[src/rtl/prog_loader.sv]
// prog_loader: assembles little-endian program bytes into 32-bit words and writes them to instruction memory while holding the core.
// Optional trailer checksum verification is built in when LOADER_CHECKSUM_EN is defined.
module prog_loader #(
  parameter logic [31:0] BASE_ADDR = 32'h0000_0000,
  parameter logic [31:0] ADDR_STEP = 32'd4
) (
  input  logic        clk,
  input  logic        rst_n,
  input  logic        start,
  input  logic [10:0] word_count,
  input  logic        byte_valid,
  input  logic [7:0]  byte_data,
  output logic        byte_ready,
  output logic        mem_we,
  output logic [31:0] mem_addr,
  output logic [31:0] mem_wdata,
  output logic        core_hold,
  output logic        busy,
  output logic        done,
  output logic        error
);

  typedef enum logic [2:0] {
    ST_IDLE  = 3'd0,
    ST_RECV  = 3'd1,
    ST_WRITE = 3'd2,
`ifdef LOADER_CHECKSUM_EN
    ST_CHECK = 3'd3,
`endif
    ST_DONE  = 3'd4
  } state_e;

  state_e      state_q, state_d;
  logic [10:0] cnt_q, cnt_d;
  logic [10:0] words_q, words_d;
  logic [1:0]  bidx_q, bidx_d;
  logic [31:0] asm_q, asm_d;
  logic [31:0] addr_q, addr_d;
  logic [31:0] wdata_q, wdata_d;
  logic        we_q, we_d;
  logic        ready_q, ready_d;
  logic        busy_q, busy_d;
  logic        done_q, done_d;
  logic        error_q, error_d;
  logic        hold_q, hold_d;
`ifdef LOADER_CHECKSUM_EN
  logic [31:0] sum_q, sum_d;
`endif

  logic        xfer_s;
  logic [31:0] asm_next_s;

  // A byte moves only when the registered ready and the source's valid coincide.
  assign xfer_s = byte_valid & ready_q;

  // Assembly register with the current byte merged into its little-endian lane.
  always_comb begin
    asm_next_s = asm_q;
    case (bidx_q)
      2'd0:    asm_next_s[7:0]   = byte_data;
      2'd1:    asm_next_s[15:8]  = byte_data;
      2'd2:    asm_next_s[23:16] = byte_data;
      2'd3:    asm_next_s[31:24] = byte_data;
      default: asm_next_s        = asm_q;
    endcase
  end

  // Next-state logic and next values of the registered outputs.
  always_comb begin
    state_d = state_q;
    cnt_d   = cnt_q;
    words_d = words_q;
    bidx_d  = bidx_q;
    asm_d   = asm_q;
    addr_d  = addr_q;
    wdata_d = wdata_q;
    done_d  = done_q;
    error_d = error_q;
`ifdef LOADER_CHECKSUM_EN
    sum_d   = sum_q;
`endif

    case (state_q)
      ST_IDLE, ST_DONE: begin
        if (start) begin
          cnt_d   = word_count;
          words_d = 11'd0;
          bidx_d  = 2'd0;
          asm_d   = 32'd0;
          addr_d  = BASE_ADDR;
          done_d  = 1'b0;
          error_d = 1'b0;
`ifdef LOADER_CHECKSUM_EN
          sum_d   = 32'd0;
`endif
          if (word_count == 11'd0) begin
            state_d = ST_DONE;
            done_d  = 1'b1;
          end else begin
            state_d = ST_RECV;
          end
        end else begin
          state_d = state_q;
        end
      end
      ST_RECV: begin
        if (xfer_s) begin
          asm_d  = asm_next_s;
          bidx_d = bidx_q + 2'd1;
          if (bidx_q == 2'd3) begin
            state_d = ST_WRITE;
            wdata_d = asm_next_s;
          end else begin
            state_d = ST_RECV;
          end
        end else begin
          state_d = ST_RECV;
        end
      end
      ST_WRITE: begin
        addr_d  = addr_q + ADDR_STEP;
        words_d = words_q + 11'd1;
`ifdef LOADER_CHECKSUM_EN
        sum_d   = sum_q + wdata_q;
`endif
        if ((words_q + 11'd1) < cnt_q) begin
          state_d = ST_RECV;
        end else begin
`ifdef LOADER_CHECKSUM_EN
          state_d = ST_CHECK;
`else
          state_d = ST_DONE;
          done_d  = 1'b1;
`endif
        end
      end
`ifdef LOADER_CHECKSUM_EN
      ST_CHECK: begin
        // The trailer reuses the assembly register; the sum is final once CHECK is entered.
        if (xfer_s) begin
          asm_d  = asm_next_s;
          bidx_d = bidx_q + 2'd1;
          if (bidx_q == 2'd3) begin
            state_d = ST_DONE;
            done_d  = 1'b1;
            error_d = (asm_next_s != sum_q);
          end else begin
            state_d = ST_CHECK;
          end
        end else begin
          state_d = ST_CHECK;
        end
      end
`endif
      default: begin
        state_d = ST_IDLE;
      end
    endcase

`ifdef LOADER_CHECKSUM_EN
    ready_d = (state_d == ST_RECV) || (state_d == ST_CHECK);
`else
    ready_d = (state_d == ST_RECV);
    error_d = 1'b0;
`endif
    we_d   = (state_d == ST_WRITE);
    busy_d = ready_d | we_d;
    hold_d = !((state_d == ST_DONE) && !error_d);
  end

  // State and output registers; reset forces the idle, core-held condition at once.
  always_ff @(posedge clk or negedge rst_n) begin
    if (!rst_n) begin
      state_q <= ST_IDLE;
      cnt_q   <= 11'd0;
      words_q <= 11'd0;
      bidx_q  <= 2'd0;
      asm_q   <= 32'd0;
      addr_q  <= BASE_ADDR;
      wdata_q <= 32'd0;
      we_q    <= 1'b0;
      ready_q <= 1'b0;
      busy_q  <= 1'b0;
      done_q  <= 1'b0;
      error_q <= 1'b0;
      hold_q  <= 1'b1;
`ifdef LOADER_CHECKSUM_EN
      sum_q   <= 32'd0;
`endif
    end else begin
      state_q <= state_d;
      cnt_q   <= cnt_d;
      words_q <= words_d;
      bidx_q  <= bidx_d;
      asm_q   <= asm_d;
      addr_q  <= addr_d;
      wdata_q <= wdata_d;
      we_q    <= we_d;
      ready_q <= ready_d;
      busy_q  <= busy_d;
      done_q  <= done_d;
      error_q <= error_d;
      hold_q  <= hold_d;
`ifdef LOADER_CHECKSUM_EN
      sum_q   <= sum_d;
`endif
    end
  end

  assign byte_ready = ready_q;
  assign mem_we     = we_q;
  assign mem_addr   = addr_q;
  assign mem_wdata  = wdata_q;
  assign core_hold  = hold_q;
  assign busy       = busy_q;
  assign done       = done_q;
  assign error      = error_q;

endmodule

[config.mk]
export PLATFORM = sky130hd
export DESIGN_NAME = prog_loader
export DESIGN_NICKNAME = d
export VERILOG_FILES = /design/src/rtl/prog_loader.sv
export SDC_FILE = /design/constraint.sdc
export NUM_CORES = 1
export LEC_CHECK = 0
export CAP_MARGIN = 20
export CELL_PAD_IN_SITES_DETAIL_PLACEMENT = 0
export CELL_PAD_IN_SITES_GLOBAL_PLACEMENT = 2
export CORE_ASPECT_RATIO = 1.4
export CORE_MARGIN = 2
export CORE_UTILIZATION = 31
export CTS_CLUSTER_SIZE = 30
export DETAILED_ROUTE_END_ITERATION = 6
export GPL_ROUTABILITY_DRIVEN = 0
export HOLD_SLACK_MARGIN = 0.15
export PLACE_DENSITY_LB_ADDON = 0.1
export SLEW_MARGIN = 20
export SYNTH_ARGS = -nofsm -noshare
export SYNTH_HDL_FRONTEND = slang
export SYNTH_SLANG_ARGS = --single-unit
[constraint.sdc]
create_clock -name clk -period 2.55 [get_ports clk]
set_input_delay 0.255 -clock clk [delete_from_list [all_inputs] [get_ports clk]]
set_output_delay 0.255 -clock clk [all_outputs]
set_load 0.02 [all_outputs]
### After elaboration in Yosys (flattened, before gate mapping)

Cells that the tools add are included.

| word-level totals | value |
|---|---|
| register bits | 128 |
| output and inout bits | 70 |

| cells by class | value |
|---|---|
| reductions and logical operators | 12 |
| add/subtract/negate cells | 3 |
| bitwise logic cells | 2 |
| muxes and demuxes | 23 |
| equal/unequal tests | 12 |
| order comparisons | 1 |

Operators by type and width:

| operator | number |
|---|---|
| $pmux W32 S2 | 2 |
| $mux W32 | 2 |
| $add A32 B3 Y32 const B | 1 |
| $mux W8 | 4 |
| $pmux W11 S2 | 1 |
| $mux W3 | 4 |
| $add A11 B1 Y11 const B | 1 |
| $logic_not A11 Y1 | 1 |
| $lt A11 B11 Y1 | 1 |
| $mux W11 | 1 |
| $pmux W3 S3 | 1 |
| $reduce_and A3 Y1 | 3 |
| $eq A3 B1 Y1 const B | 2 |
| $eq A3 B2 Y1 const B | 2 |
| $eq A3 B3 Y1 const B | 2 |
| $mux W2 | 3 |
| $ne A2 B2 Y1 const B | 3 |
| $eq A2 B2 Y1 const B | 2 |
| $pmux W2 S2 | 1 |
| $reduce_and A2 Y1 | 2 |
| $reduce_bool A2 Y1 | 2 |
| $logic_not A3 Y1 | 1 |
| $mux W1 | 3 |
| $add A2 B1 Y2 const B | 1 |
| other kinds (7) | 7 |

### Depth between registers and ports, before layout

| logic depth | value |
|---|---|
| word-level depth | 6 |
| mapped depth | 11 |

### Least setup slack after synthesis

OpenSTA, ideal clock, no wires.

| timing path | value |
|---|---|
| kind | register to register |
| start | reg words_q[2] |
| end | reg state_q[2] |
| period minus slack after synthesis | 2422 ps |
| setup time | 118 ps |
| cell stages (with the launch flop) | 12 |
| slack | 128 ps |
| arrival time | 2304 ps |
| data required time | 2432 ps |
| cells stage by stage | dfrtp_1 > and3_1 > clkbuf_1 > and3_1 > clkbuf_1 > nand2_1 > xnor2_1 > ha_1 > nand4_1 > o221ai_1 > a211o_1 > a21o_1 |

| between the ends | value |
|---|---|
| longest elaborated chain between the ends | 4 |

Ends and longest elaborated chain:

| what | line | text |
|---|---|---|
| start: declaration | 35 | `logic [10:0] words_q, words_d;` |
| start signal: assignment | 193 | `words_q <= words_d;` |
| $add A11 B1 Y11 | 126 | `if ((words_q + 11'd1) < cnt_q) begin` |
| $lt A11 B11 Y1 | 126 |  |
| $mux W3 | 126 |  |
| $pmux W3 S3 | 83 | `case (state_q)` |
| net state_d[2] | 33 | `state_e state_q, state_d;` |
| end signal: assignment | 191 | `state_q <= state_d;` |
| end: declaration | 33 |  |

The timed path passes the listed nets, and every way through them passes these cells.
A chain may end at the register's enable or synchronous reset.

### Final worst setup path

| timing path | value |
|---|---|
| start | reg words_q[0] |
| end | reg state_q[2] |

The elaborated chain is that of the path after synthesis.

==> flow_metrics.env <==
export IMPL_crit_fanout=6
export IMPL_grt_pass1_wl_um=24100
export IMPL_place_area_sq_um=6820
export IMPL_peakVddDrop_v=0.000337
export IMPL_crit_family="compound AO/OA/AOI/OAI gates"
export IMPL_slowest_delay_ns=0.40
export IMPL_clock_latency_ns=0.42
export IMPL_grt_max_degree=119
export IMPL_clk_pin_slew_ns=0.06
export IMPL_rsz0062_at_grt="false"
export IMPL_wirelength_um=15000
export IMPL_worstSetupPathType="flop to flop"
export IMPL_final_setup_skew_ns=0.00963
export IMPL_slew_headroom=0.397
export IMPL_setup_viol=0
export IMPL_final_common_cell="dfrtp_1"
export IMPL_grt_usage=0.161
export IMPL_p_leak_nw=3.50
export IMPL_ys_ff_latch=118
export IMPL_max_cap_viol_count=0
export IMPL_grt_pass1_vias=4443
export IMPL_rows=58
export IMPL_ctsLongestPathBuffers=2
export IMPL_fin_crit_ns=2.40
export IMPL_port_buffers=89
export IMPL_core_area_sq_um=17900
export IMPL_endpoint_kind="flop"
export IMPL_area_growth_pct=31.3
export IMPL_cts_sinks=118
export IMPL_io_pins=93
export IMPL_nNetsFinal=670
export IMPL_p_per_area_nw_per_um2=1010
export IMPL_clock_fmax_ghz=0.417
export IMPL_first_pass_iters=4
export IMPL_grt_overflow_total=0
export IMPL_min_period_over_period=0.941
export IMPL_dp_cells=851
export IMPL_pre_cts_slack_ns=0.0850
export IMPL_worstPathRequired_ns=2.85
export IMPL_die_area_sq_um=19300
export IMPL_cts_root_buf="clkbuf_16"
export IMPL_crit_chain="ha_2 > and3_2 > nand2_1 > xnor2_1 > ha_1 > nand4_1 > o221ai_1 > a211o_1 > a21o_1"
export IMPL_synth_cells=540
export IMPL_wire_per_inst_um=17.0
export IMPL_tns_ns=0
export IMPL_final_cell_mix="117 x dfrtp_1, 88 x clkdlybuf4s50_1, 87 x nand2_1, 45 x mux2i_1, 33 x o21ai_0"
export IMPL_hp_class="input port to flop"
export IMPL_async_reset_ff_frac=1.00
export IMPL_drive_gt1_frac=0.0932
export IMPL_antenna_cells=0
export IMPL_via_per_inst=4.92
export IMPL_hpwl_um=10200
export IMPL_crit_path_start_kind="flop"
export IMPL_worstMarginPinSlew_ns=0.902
export IMPL_grt_antenna_before_repair=0
export IMPL_seq_area_frac_synth=0.524
export IMPL_synth_distinct_cells=46
export IMPL_worstPathArrival_ns=2.70
export IMPL_start_util=0.315
export IMPL_synth_edf_count=0
export IMPL_cts_tree="yes"
export IMPL_yosys_warnings=0
export IMPL_yosysTopAreaCellShare=0.519
export IMPL_yosysTopAreaCell="dfrtp_1"
export IMPL_nFillCells=1782
export IMPL_status="finished, final reports clean"
export IMPL_maxSlewViolCount=0
export IMPL_cts_buffers_inserted=17
export IMPL_ant_nets=0
export IMPL_cts_setup_buffers=0
export IMPL_cpMaxStageDelayCell="dfrtp_1"
export IMPL_fp_dieW_um=118
export IMPL_syn_cell_area_sq_um=5640
export IMPL_synth_ff_type="dfrtp_1"
export IMPL_postSynthAreaPerCell_sq_um=10.4
export IMPL_vias=4353
export IMPL_final_area_sq_um=7410
export IMPL_drc_errors=0
export IMPL_htree_levels=4
export IMPL_crit_buf_inv=0
export IMPL_drt_iter0_markers=296
export IMPL_die_h_um=164
export IMPL_synth_area_leaders="dfrtp_1 52%, mux2i_1 8.0%, nand2_1 5.8%, a22o_1 3.9%, ha_1 3.5%"
export IMPL_timing_final_hold_violations=0
export IMPL_fin_cells=884
export IMPL_fin_ws_ns=0.149
layout make-up:
type,instances,area (sq um),share of cell area
clock buffers,19,443,0.0598
multi-input cells,373,2490,0.336
well taps,240,300,0.0405
inverters,18,67.6,0.00912
repair buffers,103,1020,0.138
clock inverters,13,131,0.0177
flip-flops and latches,118,2950,0.399
path summary, 6_finish.rpt:
check                                          start  cells after the start  slack (ns)                        end
max in group asynchronous                      rst_n                      3        1.55  mem_wdata[10]$_DFFE_PN0P_
min reg2reg                mem_wdata[26]$_DFFE_PN0P_                      2        0.47  mem_wdata[26]$_DFFE_PN0P_
min                                    word_count[0]                      3        0.42       cnt_q[0]$_DFFE_PN0P_
max reg2reg                   words_q[0]$_DFFE_PN0P_                      9        0.15       state_q[2]$_DFF_PN0_
max                           words_q[0]$_DFFE_PN0P_                      9        0.15       state_q[2]$_DFF_PN0_
min in group asynchronous                      rst_n                      3        0.48  mem_wdata[29]$_DFFE_PN0P_
what timing repair did:
item,in CTS,in global routing
endpoints found under the setup margin,0,6
resized for setup,0,3
endpoints found under the hold margin,117,0
hold buffers,1,0
cell families after synthesis:
kind of cell	Yosys count	share of synthesized area
AND/OR/NAND/NOR	183	0.161
adder cells (fa/ha/maj)	16	0.0355
buffers and inverters	51	0.0368
flip-flops	118	0.524
AO/OA/AOI/OAI	117	0.148
XOR/XNOR	9	0.0140
multiplexers	45	0.0799
other	1	0.000665
synthesized netlist by cell type, types with 2 or more instances:
cell / n
buf_4: 3
inv_1: 17
buf_2: 4
and2_1: 7
a21o_1: 18
a41oi_1: 7
a22o_1: 25
o21ai_0: 34
a31oi_1: 5
nor3_4: 2
nor2_1: 28
nor3_1: 5
a32o_1: 7
a21oi_1: 9
dfrtp_1: 117
xnor2_1: 6
ha_1: 16
clkbuf_1: 24
and4_1: 5
mux2i_1: 45
o31ai_1: 4
nand3_1: 11
buf_1: 2
a31o_2: 2
xor2_1: 3
nor3b_2: 2
nor4_1: 4
and3_1: 7
nand2_1: 87
nand4_1: 18
worst reg2reg max path, cell delays in order (launching register included):
cell and delay, ns:
dfrtp_1 0.40, ha_2 0.24, and3_2 0.25, nand2_1 0.11, xnor2_1 0.14, ha_1 0.30
nand4_1 0.14, o221ai_1 0.15, a211o_1 0.36, a21o_1 0.20
per-stage QoR:
stage	power, mW	utilization	hold WS (ns)
finish	7.49	0.413	0.422
global placement	5.19	0.380	0.414
detailed placement	5.24	0.380	0.420
floorplan	4.19	-	-0.0406
global route	7.96	0.413	0.458
CTS	7.62	0.413	0.409
state kept, by name, summed over array words and instances (netlist names), 2 cells and up:
name,count
cnt_q,11
asm_q,24
bidx_q,2
words_q,11
state_q,3
mem_wdata,32
mem_addr,30
per-layer routing:
layer  share of wire  track usage  vias up
li1                -            -     2108
met1            0.44        0.190     2147
met2            0.51        0.284       83
met3           0.033       0.0391       15
met4           0.014       0.0564        0
met5               0            0        -
report_power, final:
group / total, mW / internal (mW) / switching [mW]
registers: 2.70 / 2.40 / 0.307
clock network: 2.32 / 1.45 / 0.868
logic: 2.47 / 1.13 / 1.34
Note: power is estimated with default switching activity, not from simulation.
